## src/rtl/led_pattern_sequencer.sv

```systemverilog
// LED bank sequencer: solid / blink / chase / count frames stepped every PRESCALE clocks.
// Optional macro LED_PWM_EN adds a 4-bit brightness input with 15-step PWM dimming of led.
module led_pattern_sequencer #(
    parameter int PRESCALE = 25000000,
    parameter int LED_W    = 8
) (
    input  logic             clk,
    input  logic             rst_n,
    input  logic             cmd_valid,
    output logic             cmd_ready,
    input  logic [1:0]       cmd_mode,
    input  logic [LED_W-1:0] cmd_pattern,
    input  logic [7:0]       cmd_reps,
    input  logic             abort,
`ifdef LED_PWM_EN
    input  logic [3:0]       brightness,
`endif
    output logic [LED_W-1:0] led,
    output logic             busy,
    output logic             done
);

    localparam int            PW      = (PRESCALE > 1) ? $clog2(PRESCALE) : 1;
    localparam logic [PW-1:0] PS_LAST = PW'(PRESCALE - 1);

    typedef enum logic {IDLE, RUN} state_t;
    typedef enum logic [1:0] {MODE_SOLID, MODE_BLINK, MODE_CHASE, MODE_COUNT} mode_t;

    state_t           state_reg, state_next;
    mode_t            mode_reg, mode_next;
    logic [LED_W-1:0] pattern_reg, pattern_next;
    logic [7:0]       reps_reg, reps_next;
    logic [7:0]       step_reg, step_next, step_inc;
    logic             phase_reg, phase_next;
    logic [PW-1:0]    presc_reg, presc_next;
    logic [LED_W-1:0] frame_reg, frame_next;
    logic             busy_reg, busy_next;
    logic             done_reg, done_next;
    logic             tick;
    logic [LED_W-1:0] frame_rot;

    // Rotate-left-by-one of the current frame: MSB wraps into bit 0.
    generate
        for (genvar gi = 0; gi < LED_W; gi++) begin : g_rot
            assign frame_rot[gi] = frame_reg[(gi + LED_W - 1) % LED_W];
        end
    endgenerate

    assign step_inc  = step_reg + 8'd1;
    assign cmd_ready = (state_reg == IDLE);
    assign busy      = busy_reg;
    assign done      = done_reg;

    always_ff @(posedge clk or negedge rst_n) begin
        if (!rst_n) begin
            state_reg   <= IDLE;
            mode_reg    <= MODE_SOLID;
            pattern_reg <= '0;
            reps_reg    <= '0;
            step_reg    <= '0;
            phase_reg   <= 1'b0;
            presc_reg   <= '0;
            frame_reg   <= '0;
            busy_reg    <= 1'b0;
            done_reg    <= 1'b0;
        end else begin
            state_reg   <= state_next;
            mode_reg    <= mode_next;
            pattern_reg <= pattern_next;
            reps_reg    <= reps_next;
            step_reg    <= step_next;
            phase_reg   <= phase_next;
            presc_reg   <= presc_next;
            frame_reg   <= frame_next;
            busy_reg    <= busy_next;
            done_reg    <= done_next;
        end
    end

    always_comb begin
        state_next   = state_reg;
        mode_next    = mode_reg;
        pattern_next = pattern_reg;
        reps_next    = reps_reg;
        step_next    = step_reg;
        phase_next   = phase_reg;
        presc_next   = presc_reg;
        frame_next   = frame_reg;
        done_next    = 1'b0;
        tick         = 1'b0;

        case (state_reg)
            IDLE: begin
                presc_next = '0;
                if (cmd_valid) begin
                    mode_next    = mode_t'(cmd_mode);
                    pattern_next = cmd_pattern;
                    reps_next    = cmd_reps;
                    step_next    = '0;
                    phase_next   = 1'b0;
                    frame_next   = cmd_pattern;
                    state_next   = RUN;
                end
            end
            RUN: begin
                tick = (presc_reg == PS_LAST);
                // abort wins over a tick landing on the same edge
                if (abort) begin
                    state_next = IDLE;
                    frame_next = '0;
                    presc_next = '0;
                end else if (tick) begin
                    presc_next = '0;
                    step_next  = step_inc;
                    case (mode_reg)
                        MODE_SOLID: frame_next = frame_reg;
                        MODE_BLINK: begin
                            phase_next = ~phase_reg;
                            frame_next = phase_reg ? pattern_reg : '0;
                        end
                        MODE_CHASE: frame_next = frame_rot;
                        MODE_COUNT: frame_next = frame_reg + LED_W'(1);
                    endcase
                    // reps == 0 means endless; the step counter just wraps
                    if ((reps_reg != 8'd0) && (step_inc == reps_reg)) begin
                        state_next = IDLE;
                        done_next  = 1'b1;
                    end
                end else begin
                    presc_next = presc_reg + PW'(1);
                end
            end
        endcase

        busy_next = (state_next == RUN);
    end

`ifdef LED_PWM_EN
    logic [3:0]       pwm_reg;
    logic [LED_W-1:0] led_reg;
    logic             pwm_on;

    // pwm_reg runs 0..14, so brightness 15 is always on and 0 always off
    assign pwm_on = (pwm_reg < brightness);

    always_ff @(posedge clk or negedge rst_n) begin
        if (!rst_n) begin
            pwm_reg <= '0;
            led_reg <= '0;
        end else begin
            pwm_reg <= (pwm_reg == 4'd14) ? 4'd0 : pwm_reg + 4'd1;
            led_reg <= frame_next & {LED_W{pwm_on}};
        end
    end

    assign led = led_reg;
`else
    assign led = frame_reg;
`endif

endmodule

```

## config.mk

```make
export PLATFORM = sky130hd
export DESIGN_NAME = led_pattern_sequencer
export DESIGN_NICKNAME = d
export VERILOG_FILES = /design/src/rtl/led_pattern_sequencer.sv
export SDC_FILE = /design/constraint.sdc
export NUM_CORES = 1
export LEC_CHECK = 0
export BUFFER_PORTS_ARGS = -buffer_cell sky130_fd_sc_hd__buf_2
export CORE_MARGIN = 2
export CORE_UTILIZATION = 35
export DETAILED_ROUTE_END_ITERATION = 10
export GPL_ROUTABILITY_DRIVEN = 0
export RECOVER_POWER = 100
export SYNTH_ARGS = -nofsm -noshare
export SYNTH_HDL_FRONTEND = slang
export SYNTH_SLANG_ARGS = --single-unit
```

## constraint.sdc

```tcl
create_clock -name clk -period 2.4 [get_ports clk]
set_clock_uncertainty 0.2 [all_clocks]
set_input_delay 0.12 -clock clk [delete_from_list [all_inputs] [get_ports clk]]
set_output_delay 0.12 -clock clk [all_outputs]
set_load 0.005 [all_outputs]
```

Word-level counts from Yosys, hierarchy flattened
Cells that the tools add are included.
{"block": "totals", "regBits": 62, "output_inout_bits": 11, "inputBits": 22}
{"block": "classes", "addsub": 3, "n_bitwise": 2, "n_eq_ne": 11, "muxes": 27, "n_reduce_logical": 7}
{"operator": "$mux W8", "n": 7}
{"operator": "$mux W25", "n": 2}
{"operator": "$pmux W25 S2", "n": 1}
{"operator": "$pmux W8 S2", "n": 2}
{"operator": "$add A25 B1 Y25 const B", "n": 1}
{"operator": "$eq A25 B25 Y1 const B", "n": 1}
{"operator": "$pmux W8 S3", "n": 1}
{"operator": "$add A8 B1 Y8 const B", "n": 2}
{"operator": "$mux W1", "n": 12}
{"operator": "$eq A8 B8 Y1", "n": 1}
{"operator": "$reduce_bool A8 Y1", "n": 1}
{"operator": "$reduce_and A3 Y1", "n": 2}
{"operator": "$eq A2 B2 Y1 const B", "n": 2}
{"operator": "$ne A2 B1 Y1 const B", "n": 2}
{"operator": "$ne A2 B2 Y1 const B", "n": 2}
{"operator": "$pmux W1 S2", "n": 2}
{"operator": "$reduce_and A4 Y1", "n": 1}
{"operator": "$ne A3 B2 Y1 const B", "n": 1}
{"operator": "$ne A3 B3 Y1 const B", "n": 1}
{"operator": "$eq A2 B1 Y1 const B", "n": 1}
{"operator": "$logic_not A2 Y1", "n": 1}
{"operator": "$not A1 Y1", "n": 2}
{"operator": "$reduce_and A2 Y1", "n": 1}
{"operator": "$logic_and A1 B1 Y1", "n": 1}

Longest topological paths before layout
{"block": "logic_depth", "word_depth": 7, "depth_mapped": 7, "mapped_depth_nobuf": 6}

Least setup slack after synthesis
No wires, ideal clock.
{"block": "synth_timing", "path_kind": "register -> register", "startpoint": "reg presc_reg[0]", "endpoint": "reg step_reg[5]", "setup_ps": 121, "slack_ps": 192, "path_stages_with_launch": 7, "required_time_ps": 2079, "path_buffers": 0, "arrival_time_ps": 1887, "path_cell_list": "dfrtp_1 > ha_1 > and2_1 > nand3_1 > nor3_4 > mux2_1 > a22o_1"}
{"block": "synth_between", "elab_chain_cells": 3}
{"item": "from (decl)", "line_no": "35", "source": "logic [PW-1:0] presc_reg, presc_next;"}
{"item": "from (signal assigned)", "line_no": "73", "source": "presc_reg <= presc_next;"}
{"item": "$eq A25 B25 Y1", "line_no": "106", "source": "tick = (presc_reg == PS_LAST);"}
{"item": "$ne A2 B1 Y1 (no line)"}
{"item": "$reduce_and A3 Y1 (no line)"}
{"item": "to (signal assigned)", "line_no": "71", "source": "step_reg <= step_next;"}
{"item": "to (decl)", "line_no": "33", "source": "logic [7:0] step_reg, step_next, step_inc;"}
Every way passes these cells.
A chain may end at the register's enable or synchronous reset.

Worst setup path after layout
{"block": "layout_timing", "startpoint": "reg presc_reg[1]", "endpoint": "reg frame_reg[3], in the netlist led[3]"}
{"block": "layout_between", "elab_chain_cells": 3}
{"item": "$eq A25 B25 Y1", "line_no": "106"}
{"item": "$ne A3 B2 Y1 (no line)"}
{"item": "$reduce_and A3 Y1 (no line)"}
{"item": "to (signal assigned)", "line_no": "74", "source": "frame_reg <= frame_next;"}
{"item": "to (decl)", "line_no": "36", "source": "logic [LED_W-1:0] frame_reg, frame_next;"}
Every way passes these cells.

==> impl_results.md <==
* Status: complete, but fails checks
* Failing checks: max-capacitance violations, max-slew violations
* Layout area overhead at 21.9%
* Psw at 0.893 mW
* Starting density of the core at 0.356
* Pwr dens at 684 mW/mm2
* Synth Instances at 382
* CTS Sinks at 62
* Post-route ant nets at 0
* Largest net degree at the start of global routing at 38
* Ratio of cells with drive above 1 in the final layout at 0.132
* Worst hold slack at 0.0358 ns
* Worst r2r src: presc_reg[1]
* Antenna violations before repair at 0
* Crit path DAT at 2.30 ns
* Core ar. at 0.00964 mm2
* WL final at 8.29 mm
* CTS tree: yes
* Reg power frac at 0.463
* Achievable Freq at 0.441 GHz
* Final setup fails at 0
* Total grt overflow at 0
* Max Fanout on Critical Path at 6
* Worst reg2reg endpoint: led[3]
* All-layer global routing usage at 0.173
* Post-synth design cell area at 0.00343 mm2
* Actual slew at the worst max-slew pin at 1.56 ns
* Die area at 0.0106 mm2
* Hold Path End: reps_reg[5]
* Main synth FF type: dfrtp_1
* DRC at 0
* Internal power at 1.97 mW
* Num CTS Buffers at 9
* IO Port Bufs at 32
* Critical path launch point type: register
* Max-slew violations at 26
* First-pass GRT wire length at 14.3 mm
* Commonest non-fill, non-tap cell in the layout: nand2_1
* Worst skew pair latency at 0.34 ns
* Final Critical Period at 2.27 ns
* Setup TNS at 0 ns
* Avg Vias per Cell at 5.07
* Total number of vias at 2947
* Std cell rows at 36
* Sequential fraction of the synthesis area at 0.452
* Pleak at 1.78 nW
* Max-Cap Viols at 1
* Avg Inst Size Synth at 8.99 um2
* # placed instances at 546
* Synth Net Count at 407
* Switching Share at 0.312
* Number of diodes at 0
* Final net count at 468
* Hold depth at 4
* CTS H-Tree Depth at 3
* Library cells used by synthesis at 49
* Worst setup path category: reg -> reg
* RSZ-0062 raised after global routing: no
* Min-Delay Startpoint: cmd_valid
* Setup crit end kind: register
* Slew HR at -0.0375
* EDFF count, synth at 0
* Ys async rst share at 1.00
* Clock transition at the registers of the reported paths at 0.07 ns
* Register-to-register setup slack at 0.13 ns
* Pre-antenna DRT Iters at 4
* Most frequent cells in the layout: 78 x nand2_1, 62 x dfrtp_1, 34 x nor2_1, 23 x xnor2_1, 21 x buf_2
* Non-filler cells in the finished layout at 581
* Post-CTS resize count at 0
* Fillers at 974
* R2r worst-path depth at 6
* Peak supply drop at 0.251 mV
* Clock Power Share at 0.330
* Io pins at 33
* Post-CTS setup buffer count at 0
* Yosys warns at 0
* Clock Tree Root: clkbuf_8
* Period utilization at 0.945
* Die height at 103 um
* Hold Vio Cnt, Final at 0
* Via count of the first global-routing pass at 3053
* Clock tree buffer depth at 2
* Die width at 103 um
* Dpl hpwl at 5.68 mm
* Comb power frac at 0.206
* Avg WL per Cell at 14.3 um
* Worst EP required at 2.43 ns
* Number of flip-flops in the largest register at 25
* Detailed Route Iter0 Violations at 154
* Post-layout util at 0.434
* HP Class: in -> reg
* #FFs+latches synth at 62
[metrics by stage]
| stage | cell area [um2] | worst slack, ns | power [mW] |
|---|---|---|---|
| floorplan | 3430 | 0.192 | 1.68 |
| CTS | 4210 | 0.115 | 2.91 |
| detailed placement | 3820 | 0.123 | 1.93 |
| global route | 4190 | 0.00212 | 3.05 |
| global placement | 3820 | 0.197 | 1.92 |
| finish | 4190 | 0.132 | 2.86 |
[kinds of logic after synthesis]
family	count (synthesis)	share of synthesized area
compound gates	61	0.123
xor+xnor	29	0.0740
fa+ha+maj	3	0.0109
buf+inv	25	0.0292
flops	62	0.452
mux	13	0.0401
simple gates	189	0.271
[power groups by stage]
stage / clock (mW) / sequential (mW) / combinational (mW)
after detailed placement: 0 / 1.34 / 0.590
after floorplan: 0 / 1.29 / 0.387
after CTS: 0.971 / 1.32 / 0.616
final: 0.945 / 1.33 / 0.591
after global routing: 1.02 / 1.35 / 0.681
after global placement: 0 / 1.34 / 0.575
[layer usage]
layer | vias to the layer above | GRT usage | wire, um
met5 | - | 0 | 0
met2 | 55 | 0.283 | 3970
met4 | 0 | 0.0688 | 184
li1 | 1461 | - | -
met3 | 15 | 0.0407 | 277
met1 | 1416 | 0.222 | 3860
[repair_timing]
action | 4_1_cts | 5_1_grt
endpoints found under the setup margin | 0 | 0
hold buffers | 19 | 0
endpoints found under the hold margin | 50 | 0
[cell type report]
cell class	instances	area, um2	share of cell area
multi-input cells	295	1780	0.426
clock buffers	12	155	0.0371
repair buffers	67	455	0.109
inverters	8	30.0	0.00717
clock inverters	4	45.0	0.0108
well taps	133	166	0.0398
flip-flops and latches	62	1550	0.371
[cells in the mapped netlist (3+ instances only)]
cell type / instances / area share
mux2i_1: 7 / 0.020
xnor2_1: 23 / 0.059
o21a_1: 3 / 0.0066
xor2_1: 6 / 0.015
a21o_1: 3 / 0.0066
dfrtp_1: 62 / 0.45
inv_1: 8 / 0.0087
nor2b_1: 7 / 0.013
ha_1: 3 / 0.011
a32oi_1: 3 / 0.0077
clkbuf_1: 14 / 0.015
nand2_1: 78 / 0.085
nand3_1: 17 / 0.025
or3_1: 3 / 0.0055
and2_1: 5 / 0.0091
a21oi_1: 11 / 0.016
nor3_1: 7 / 0.010
nor4_1: 8 / 0.015
a31oi_1: 9 / 0.016
a22o_1: 6 / 0.015
o21ai_0: 11 / 0.016
nand2b_1: 4 / 0.0073
nand3b_1: 3 / 0.0066
and3_1: 8 / 0.015
mux2_2: 5 / 0.016
nand4_1: 4 / 0.0073
nor2_1: 34 / 0.037
[critical path, cell delays in order (launching register included)]
cell     delay [ns]
dfrtp_1        0.41
ha_1           0.23
and2_1         0.20
nand3_1        0.24
o21ai_4        0.20
and2_1         0.29
mux2_2         0.38
[worst max-delay path by stage]
stage,startpoint,endpoint,slack [ns]
finish,presc_reg[1],led[3],0.13
global route,presc_reg[0],led[7],0.002
CTS,presc_reg[0],led[3],0.12
detailed placement,presc_reg[0],led[7],0.12
global placement,presc_reg[0],led[4],0.20
floorplan,presc_reg[0],step_reg[5],0.19
Power figures use the tool's default switching activity.
